--- src/rtl/bus_ctrl_pkg.sv ---
// rtl/bus_ctrl_pkg.sv - shared types and status decode for the bus command controller
package bus_ctrl_pkg;

  typedef enum logic [2:0] {
    ST_IDLE,
    ST_T1,
    ST_T2,
    ST_T3,
    ST_TW,
    ST_T4
  } state_t;

  typedef enum logic [2:0] {
    CMD_NONE,
    CMD_MEMR,
    CMD_MEMW,
    CMD_IOR,
    CMD_IOW,
    CMD_INTA
  } cmd_t;

  localparam logic [2:0] SN_INTA    = 3'b000;
  localparam logic [2:0] SN_IOR     = 3'b001;
  localparam logic [2:0] SN_IOW     = 3'b010;
  localparam logic [2:0] SN_HALT    = 3'b011;
  localparam logic [2:0] SN_CODE    = 3'b100;
  localparam logic [2:0] SN_MEMR    = 3'b101;
  localparam logic [2:0] SN_MEMW    = 3'b110;
  localparam logic [2:0] SN_PASSIVE = 3'b111;

  // Code fetch is a memory read; HALT and passive start no bus cycle.
  function automatic cmd_t decode_status(input logic [2:0] s_n);
    cmd_t c;
    case (s_n)
      SN_INTA:          c = CMD_INTA;
      SN_IOR:           c = CMD_IOR;
      SN_IOW:           c = CMD_IOW;
      SN_CODE, SN_MEMR: c = CMD_MEMR;
      SN_MEMW:          c = CMD_MEMW;
      default:          c = CMD_NONE;
    endcase
    return c;
  endfunction

endpackage

--- src/rtl/bus_cycle_ctrl_wait_timer.sv ---
// rtl/bus_cycle_ctrl_wait_timer.sv - minimum-wait down counter and wait-state timeout counter
module bus_wait_timer
  import bus_ctrl_pkg::*;
#(
  parameter int WAIT_MEM = 0,
  parameter int WAIT_IO  = 1,
  parameter int CNT_W    = 8,
  parameter int TIMEOUT  = 255
) (
  input  logic clk,
  input  logic rst_n,
  input  logic load,
  input  logic wait_st,
  input  logic tw,
  input  logic sel_io,
  output logic wait_done,
  output logic timeout
);

  localparam logic [CNT_W-1:0] WAIT_MEM_C = CNT_W'(WAIT_MEM);
  localparam logic [CNT_W-1:0] WAIT_IO_C  = CNT_W'(WAIT_IO);
  localparam logic [CNT_W:0]   TMO_LIMIT  = (CNT_W+1)'(TIMEOUT);
  localparam bit               TMO_EN     = (TIMEOUT != 0);

  logic [CNT_W-1:0] wait_cnt_q, wait_cnt_d;
  logic [CNT_W-1:0] tmo_cnt_q, tmo_cnt_d;
  logic [CNT_W:0]   tmo_next;

  // Load the per-space minimum in T2, count it down through T3/TW, hold at zero.
  always_comb begin
    wait_cnt_d = wait_cnt_q;
    if (load) begin
      wait_cnt_d = sel_io ? WAIT_IO_C : WAIT_MEM_C;
    end else if (wait_st && (wait_cnt_q != '0)) begin
      wait_cnt_d = wait_cnt_q - 1'b1;
    end
  end

  // Clear in T2, count TW cycles, saturate at all-ones.
  always_comb begin
    tmo_cnt_d = tmo_cnt_q;
    if (load) begin
      tmo_cnt_d = '0;
    end else if (tw && (tmo_cnt_q != '1)) begin
      tmo_cnt_d = tmo_cnt_q + 1'b1;
    end
  end

  // Counter registers.
  always_ff @(posedge clk or negedge rst_n) begin
    if (!rst_n) begin
      wait_cnt_q <= '0;
      tmo_cnt_q  <= '0;
    end else begin
      wait_cnt_q <= wait_cnt_d;
      tmo_cnt_q  <= tmo_cnt_d;
    end
  end

  // The current TW is included, so the TIMEOUT-th wait state is the last one.
  assign tmo_next  = {1'b0, tmo_cnt_q} + (CNT_W+1)'(1);
  assign wait_done = (wait_cnt_q == '0);
  assign timeout   = TMO_EN && tw && (tmo_next >= TMO_LIMIT);

endmodule

--- src/rtl/bus_cycle_ctrl.sv ---
// rtl/bus_cycle_ctrl.sv - 8086/8088 bus command controller with wait states and timeout
module bus_cycle_ctrl
  import bus_ctrl_pkg::*;
#(
  parameter int WAIT_MEM  = 0,
  parameter int WAIT_IO   = 1,
  parameter int CNT_W     = 8,
  parameter int TIMEOUT   = 255,
  parameter int ADV_WRITE = 1
) (
  input  logic       clk,
  input  logic       rst_n,
  input  logic [2:0] s_n,
  input  logic       aen_n,
  input  logic       cen,
  input  logic       ready,
  output logic       mrdc_n,
  output logic       mwtc_n,
  output logic       amwc_n,
  output logic       iorc_n,
  output logic       iowc_n,
  output logic       aiowc_n,
  output logic       inta_n,
  output logic       ale,
  output logic       dtr,
  output logic       den,
  output logic       mce,
  output logic       busy,
  output logic       bus_err
);

  state_t state_q, state_d;
  cmd_t   cmd_q, cmd_d;
  cmd_t   new_cmd;
  logic   err_q, err_d;
  logic   start;
  logic   load, wait_st, tw, sel_io;
  logic   wait_done, timeout;
  logic   rd_ph, wr_ph, adv_ph, gate;

  assign new_cmd = decode_status(s_n);
  assign start   = (new_cmd != CMD_NONE) && !aen_n;
  assign wait_st = (state_q == ST_T3) || (state_q == ST_TW);
  assign tw      = (state_q == ST_TW);
  assign sel_io  = (cmd_q == CMD_IOR) || (cmd_q == CMD_IOW) || (cmd_q == CMD_INTA);

  bus_wait_timer #(
    .WAIT_MEM (WAIT_MEM),
    .WAIT_IO  (WAIT_IO),
    .CNT_W    (CNT_W),
    .TIMEOUT  (TIMEOUT)
  ) u_timer (
    .clk       (clk),
    .rst_n     (rst_n),
    .load      (load),
    .wait_st   (wait_st),
    .tw        (tw),
    .sel_io    (sel_io),
    .wait_done (wait_done),
    .timeout   (timeout)
  );

  // Next-state logic; the command is latched only when a cycle starts.
  always_comb begin
    state_d = state_q;
    cmd_d   = cmd_q;
    err_d   = 1'b0;
    load    = 1'b0;
    case (state_q)
      ST_IDLE: begin
        if (start) begin
          state_d = ST_T1;
          cmd_d   = new_cmd;
        end
      end
      ST_T1: state_d = ST_T2;
      ST_T2: begin
        state_d = ST_T3;
        load    = 1'b1;
      end
      ST_T3, ST_TW: begin
        if (timeout) begin
          state_d = ST_T4;
          err_d   = 1'b1;
        end else if (!wait_done || !ready) begin
          state_d = ST_TW;
        end else begin
          state_d = ST_T4;
        end
      end
      ST_T4: begin
        if (start) begin
          state_d = ST_T1;
          cmd_d   = new_cmd;
        end else begin
          state_d = ST_IDLE;
          cmd_d   = CMD_NONE;
        end
      end
      default: begin
        state_d = ST_IDLE;
        cmd_d   = CMD_NONE;
      end
    endcase
  end

  // State, latched command and bus-error flag registers.
  always_ff @(posedge clk or negedge rst_n) begin
    if (!rst_n) begin
      state_q <= ST_IDLE;
      cmd_q   <= CMD_NONE;
      err_q   <= 1'b0;
    end else begin
      state_q <= state_d;
      cmd_q   <= cmd_d;
      err_q   <= err_d;
    end
  end

  // Output decode from state and latched command, then live cen/aen_n gating.
  always_comb begin
    rd_ph   = (state_q == ST_T2) || wait_st;
    wr_ph   = wait_st;
    adv_ph  = (ADV_WRITE != 0) ? rd_ph : wr_ph;
    gate    = cen && !aen_n;
    mrdc_n  = !(rd_ph  && (cmd_q == CMD_MEMR) && gate);
    iorc_n  = !(rd_ph  && (cmd_q == CMD_IOR)  && gate);
    inta_n  = !(rd_ph  && (cmd_q == CMD_INTA) && gate);
    mwtc_n  = !(wr_ph  && (cmd_q == CMD_MEMW) && gate);
    iowc_n  = !(wr_ph  && (cmd_q == CMD_IOW)  && gate);
    amwc_n  = !(adv_ph && (cmd_q == CMD_MEMW) && gate);
    aiowc_n = !(adv_ph && (cmd_q == CMD_IOW)  && gate);
    ale     = (state_q == ST_T1);
    dtr     = ((state_q == ST_T1) || rd_ph) ?
              ((cmd_q == CMD_MEMW) || (cmd_q == CMD_IOW)) : 1'b1;
    den     = rd_ph && cen;
    mce     = (state_q == ST_T1) && (cmd_q == CMD_INTA);
    busy    = (state_q != ST_IDLE);
    bus_err = err_q && (state_q == ST_T4);
  end

endmodule

--- config.mk ---
export PLATFORM = sky130hd
export DESIGN_NAME = bus_cycle_ctrl
export DESIGN_NICKNAME = d
export VERILOG_FILES = /design/src/rtl/bus_ctrl_pkg.sv /design/src/rtl/bus_cycle_ctrl_wait_timer.sv /design/src/rtl/bus_cycle_ctrl.sv
export SDC_FILE = /design/constraint.sdc
export NUM_CORES = 1
export LEC_CHECK = 0
export CORE_MARGIN = 2
export CORE_UTILIZATION = 40
export CTS_BUF_LIST = sky130_fd_sc_hd__clkbuf_2 sky130_fd_sc_hd__clkbuf_4 sky130_fd_sc_hd__clkbuf_8
export CTS_CLUSTER_SIZE = 25
export DETAILED_ROUTE_END_ITERATION = 8
export PLACE_DENSITY = 0.72
export SLEW_MARGIN = 20
export SYNTH_ARGS = -nofsm -noshare
export SYNTH_HDL_FRONTEND = slang
export SYNTH_SLANG_ARGS = --single-unit
--- constraint.sdc ---
create_clock -name clk -period 3.9 [get_ports clk]
set_input_delay 0.39 -clock clk [delete_from_list [all_inputs] [get_ports clk]]
set_output_delay 0.39 -clock clk [all_outputs]
set_load 0.02 [all_outputs]
Word-level counts from Yosys, hierarchy flattened
Cells that the tools add are included.
{ "totals": {"input_bits": 8, "out_inout_bits": 13, "reg_bits": 23} }
{ "op_classes": {"reduce_logical": 51, "n_lt_le_gt_ge": 1, "eq_ne": 17, "mux": 18, "n_bitwise": 1, "addsub": 3} }
{ "op_table": {"columns": ["cell", "n"], "rows": [
  ["2-to-1 mux 8 bit", 4],
  ["case mux 3 bit (5 select lines)", 2],
  ["logical AND 1 bit", 22],
  ["== test 3 bit, second input constant", 7],
  ["== test 3 x 2 -> 1 bit, second input constant", 5],
  ["zero test 1 bit", 10],
  ["adder 8 x 1 -> 9 bit, second input constant", 1],
  ["== test 3 x 1 -> 1 bit, second input constant", 3],
  [">= comparator 9 x 8 -> 1 bit, second input constant", 1],
  ["2-to-1 mux 3 bit", 3],
  ["case mux 3 bit (3 select lines)", 1],
  ["adder 8 x 1 -> 8 bit, second input constant", 1],
  ["zero test 8 bit", 1],
  ["2-to-1 mux 1 bit", 8],
  ["inequality test 8 bit, second input constant", 1],
  ["nonzero test 8 bit", 1],
  ["subtractor 8 x 1 -> 8 bit, second input constant", 1],
  ["logical OR 1 bit", 7],
  ["zero test 3 bit", 2],
  ["nonzero test 3 bit", 2],
  ["nonzero test 2 bit", 2],
  ["OR reduction 2 bit", 2],
  ["OR reduction 4 bit", 1],
  ["inequality test 2 bit, second input constant", 1],
  ["2 further kinds", 2]
]} }

Logic depth before layout (Yosys ltp)
{ "logic_depth": {"word_depth": 7, "mapped_depth": 7} }

Hierarchy
A second synthesis with hierarchy kept.
{ "unflattened": {"cells_unflattened": 176, "hier_area_um2": 1556.5} }
{ "by_module_without_submodules": {"columns": ["module", "cells_each", "area_each_um2", "seq_area_each_um2", "n_inst"], "rows": [
  ["bus_wait_timer", 110, 1004.7, 400.4, 1],
  ["bus_cycle_ctrl", 66, 551.8, 175.2, 1]
]} }

Worst setup path before layout
No wires, ideal clock.
{ "synth_path": {"path_kind": "reg2out", "from": "register state_q[0]", "to": "output mce", "path_slack_ps": 1900, "arrival_ps": 1610, "path_buffers": 1, "required_time_ps": 3510, "path_stages_with_launch": 4, "cell_sequence": "dfrtp_1 > clkbuf_1 > nor3b_1 > and3_1"} }
{ "synth_between": {"elab_chain_len": 2} }
{ "synth_rtl": {"columns": ["element", "line_no", "source"], "rows": [
  ["start: declaration", "bus_cycle_ctrl.sv:32", "state_t state_q, state_d;"],
  ["start signal: assignment", "bus_cycle_ctrl.sv:114", "state_q <= state_d;"],
  ["== test 3 x 1 -> 1 bit", null, null],
  ["net ale", "bus_cycle_ctrl.sv:24", "output logic ale,"],
  ["logical AND 1 bit", "bus_cycle_ctrl.sv:137", "mce = (state_q == ST_T1) && (cmd_q == CMD_INTA);"],
  ["end: declaration", "bus_cycle_ctrl.sv:27", "output logic mce,"]
]} }
The timed path passes the listed nets, and every way through them passes these cells.

Worst setup path after layout
{ "layout_path": {"from": "register state_q[0]", "to": "output iorc_n"} }
{ "layout_between": {"elab_chain_len": 6, "word_cells_on_any_way": 8} }
{ "layout_rtl": {"columns": ["element", "line_no", "source"], "rows": [
  ["== test 3 x 2 -> 1 bit or == test 3 bit (tied branches)", "bus_cycle_ctrl.sv:43", "assign wait_st = (state_q == ST_T3) || (state_q == ST_TW);"],
  ["logical OR 1 bit", "bus_cycle_ctrl.sv:43", null],
  ["logical OR 1 bit *", "bus_cycle_ctrl.sv:122", "rd_ph = (state_q == ST_T2) || wait_st;"],
  ["logical AND 1 bit * (2 in series)", "bus_cycle_ctrl.sv:127", "iorc_n = !(rd_ph && (cmd_q == CMD_IOR) && gate);"],
  ["zero test 1 bit *", "bus_cycle_ctrl.sv:127", null],
  ["end: declaration", "bus_cycle_ctrl.sv:20", "output logic iorc_n,"]
]} }
Every way passes the cells marked *; elsewhere a longest branch is shown, timed or not.

==> run_results.csv <==
group,metric,value,unit
status,status,"completed",
route,vias,1288,
logic_synthesis,syn_area_per_cell,8.980,sq um
global_routing,antenna_found_initial,0,
logic_synthesis,synthTopCellsByArea,"dfrtp_1 (39%), nand2_1 (4.8%), o21ai_0 (3.7%)",
clock_tree,cts.hold.buffers_added,0,
clock_tree,clkTransAtPathRegs,80,ps
global_routing,grt_pass1_vias,1185,
logic_synthesis,synth_ff_type,"dfrtp_1",
clock_tree,cts_sinks,23,
logic_synthesis,synthSimpleGateAreaFrac,0.2931,
global_routing,grt_pass1_wl,5.354,mm
worst_setup_path,start_kind,"flip-flop",
route,drt_wl_total,3.113,mm
clock_tree,cts_tree,"done",
sta,timing.final.crit_period,2720,ps
floorplanning,dieHeight,64.68,um
sta,tightestPinTransition,717.1,ps
logic_synthesis,synth_fp_nets,175,
power_and_ir_drop,cellLeakagePower,0.7745,nW
logic_synthesis,synthesis.instances,164,
logic_synthesis,synthArstFlopShare,1.000,
floorplanning,core_area,3606,sq um
placed_design,place_congestion,0.8466,
sta,setup_viol,0,
route,dr.pass1.iters,4,
layout,final_cell_mix,"dfrtp_1 (23), nand2_1 (19), clkdlybuf4s50_1 (19)",
logic_synthesis,synth_mux_area_frac,0.04928,
global_routing,gr-usage-all-layers,0.1598,
global_routing,grt_overflow,0,
clock_tree,cts_resized,0,
logic_synthesis,synth_top_family_by_area,"simple AND/OR/NAND/NOR gates",
floorplanning,fp.dieArea,4183,sq um
sta,setup_tns,0,ps
clock_tree,clock_latency,260,ps
global_routing,grt_max_degree,24,
run,drv_cap,0,
worst_hold_path,hold_class,"input pin to async pin",
clock_tree,cts.path.max_buffers,2,
route,antenna_left,0,
layout,nets,193,
logic_synthesis,netlist.area_leader.share,0.3908,
sta,finalMaxSlewViolations,0,
worst_setup_path,critPathCaptureType,"output pin",
floorplanning,start_util,0.4084,
sta,final_hold_viol_count,0,
floorplanning,rows,22,
layout,syn_to_final_growth,17.59,%
logic_synthesis,synth_seq_cells,23,
sta,rsz0062_at_grt,"false",
route,wl_per_cell,13.59,um
layout,nFillCells,346,
worst_setup_path,r2r_start,"u_timer.wait_cnt_q[0]",
layout,final_core_util,0.4802,
clock_tree,postCtsSetupRepairBufs,0,
worst_setup_path,critPathKind,"flip-flop to output pin",
logic_synthesis,ys_types,47,
logic_synthesis,synth_xor_area_frac,0.01189,
logic_synthesis,synth_top_area_cell,"dfrtp_1",
route,vias_per_cell,5.624,
floorplanning,die_w,64.68,um
power_and_ir_drop,peakVddDrop,247.0,uV
layout,antenna_cells,0,
worst_setup_path,worstPathMaxFanout,13,
worst_setup_path,arrival,2330,ps
layout,seq_area,575.6,sq um
sta,post-route-period-util,0.6974,
logic_synthesis,syn_area,1473,sq um
logic_synthesis,synth_fa_ha_area_frac,0.02549,
logic_synthesis,synth-edff-count,0,
layout,layout_commonest_cell,"dfrtp_1",
worst_setup_path,startpoint,"state_q[0]",
sta,relSlewSlack,0.5202,
sta,fin_skew,3.066,ps
layout,drive_gt1_frac,0.07182,
sta,whs,96.70,ps
worst_setup_path,crit_required,3510,ps
floorplanning,pin_count,21,
placed_design,dp.final_hpwl,2.315,mm
clock_tree,htreeDepth,1,
logic_synthesis,yosysWarnings,0,
clock_tree,cts_root_buf,"clkbuf_8",
route,drt_iter0_drc,98,
placed_design,numPortBuffers,20,
layout,multi_input_area,822.0,sq um
power_and_ir_drop,p_per_area,618.7,nW/um^2
logic_synthesis,synth_compound_area_frac,0.1784,
route,drc_errors,0,
clock_tree,cts_buffers,3,
logic_synthesis,yosysSeqAreaShare,0.3908,
sta,fmaxAchievable,367.7,MHz
[per-layer routing]
metal	vias up	GRT usage	wire length, um
li1	633	-	-
met4	0	0.03457	0
met1	638	0.1985	1306
met3	0	0.03472	129
met5	-	0	0
met2	17	0.2839	1677
[Yosys cell counts, types with 2 or more instances]
| cell | n |
|---|---|
| mux2_2 | 2 |
| nor2b_1 | 3 |
| buf_6 | 2 |
| buf_2 | 2 |
| nand2_1 | 19 |
| nor2_1 | 10 |
| ha_1 | 3 |
| o211ai_1 | 2 |
| nor3b_1 | 4 |
| a21o_1 | 5 |
| nand4_1 | 2 |
| nor3_1 | 3 |
| a21oi_1 | 9 |
| clkbuf_1 | 2 |
| or4_1 | 2 |
| nand2b_1 | 4 |
| nand3_1 | 7 |
| o21ai_0 | 11 |
| dfrtp_1 | 23 |
| mux2i_1 | 5 |
| and3_1 | 4 |
| or3b_1 | 2 |
| o31ai_1 | 3 |
| or3_1 | 6 |
| inv_1 | 6 |
| nor4bb_1 | 2 |
[cell families (layout without fill, tap and decap cells)]
logic type | count (synthesis) | after routing
AOI/OAI and AO/OA | 40 | 40
xor gates and xnor gates | 2 | 2
adders and majority gates | 3 | 3
buffers and inverters | 14 | 31
DFF | 23 | 23
muxes | 7 | 7
and+or+nand+nor | 75 | 75
[where the power goes]
| group | switching, mW | total (mW) | leakage (nW) | internal, mW |
|---|---|---|---|---|
| registers | 0.101 | 0.407 | 0.308 | 0.306 |
| clock network | 0.0733 | 0.153 | 0.0262 | 0.0798 |
| logic | 0.287 | 0.511 | 0.440 | 0.224 |
[registers in the layout, indices dropped and copies added (netlist names)]
name / cells
cmd_q: 3
err_q: 1
state_q: 3
u_timer.tmo_cnt_q: 8
u_timer.wait_cnt_q: 8
[path summary, 6_finish.rpt]
path                                    endpoint  slack, ps  cells past startpoint
min in group clk                        cmd_q[2]        550                      2
max in group asynchronous                  err_q       3450                      1
setup / recovery                          iorc_n       1180                      5
setup reg to reg           u_timer.wait_cnt_q[3]       1780                      6
hold / removal              u_timer.tmo_cnt_q[7]        100                      1
hold reg to reg                         cmd_q[2]        550                      2
[area by class of cell]
class                      instances  share of cell area
multi-input combinational        127              0.4747
sequential                        23              0.3324
timing repair buffer              21              0.1171
tap                               48             0.03468
clock buffer                       4             0.02818
inverter                           6             0.01301
[metrics by stage]
stage | power (mW) | setup WS [ps] | instances | instance area (sq um)
finish | 1.071 | 1180 | 229 | 1732
global route | 1.166 | 1032 | 229 | 1732
CTS | 1.082 | 1178 | 229 | 1737
detailed placement | 0.9252 | 1476 | 225 | 1688
global placement | 0.8983 | 1525 | 225 | 1688
floorplan | 0.7880 | 1900 | 164 | 1473
[worst max-delay path: stages, from the launching register on]
cell and delay [ps]:
dfrtp_1 500, or3b_1 550, nand2_1 180, and4b_1 240
nand2_1 60, clkdlybuf4s50_1 540
Power figures use the tool's default switching activity.
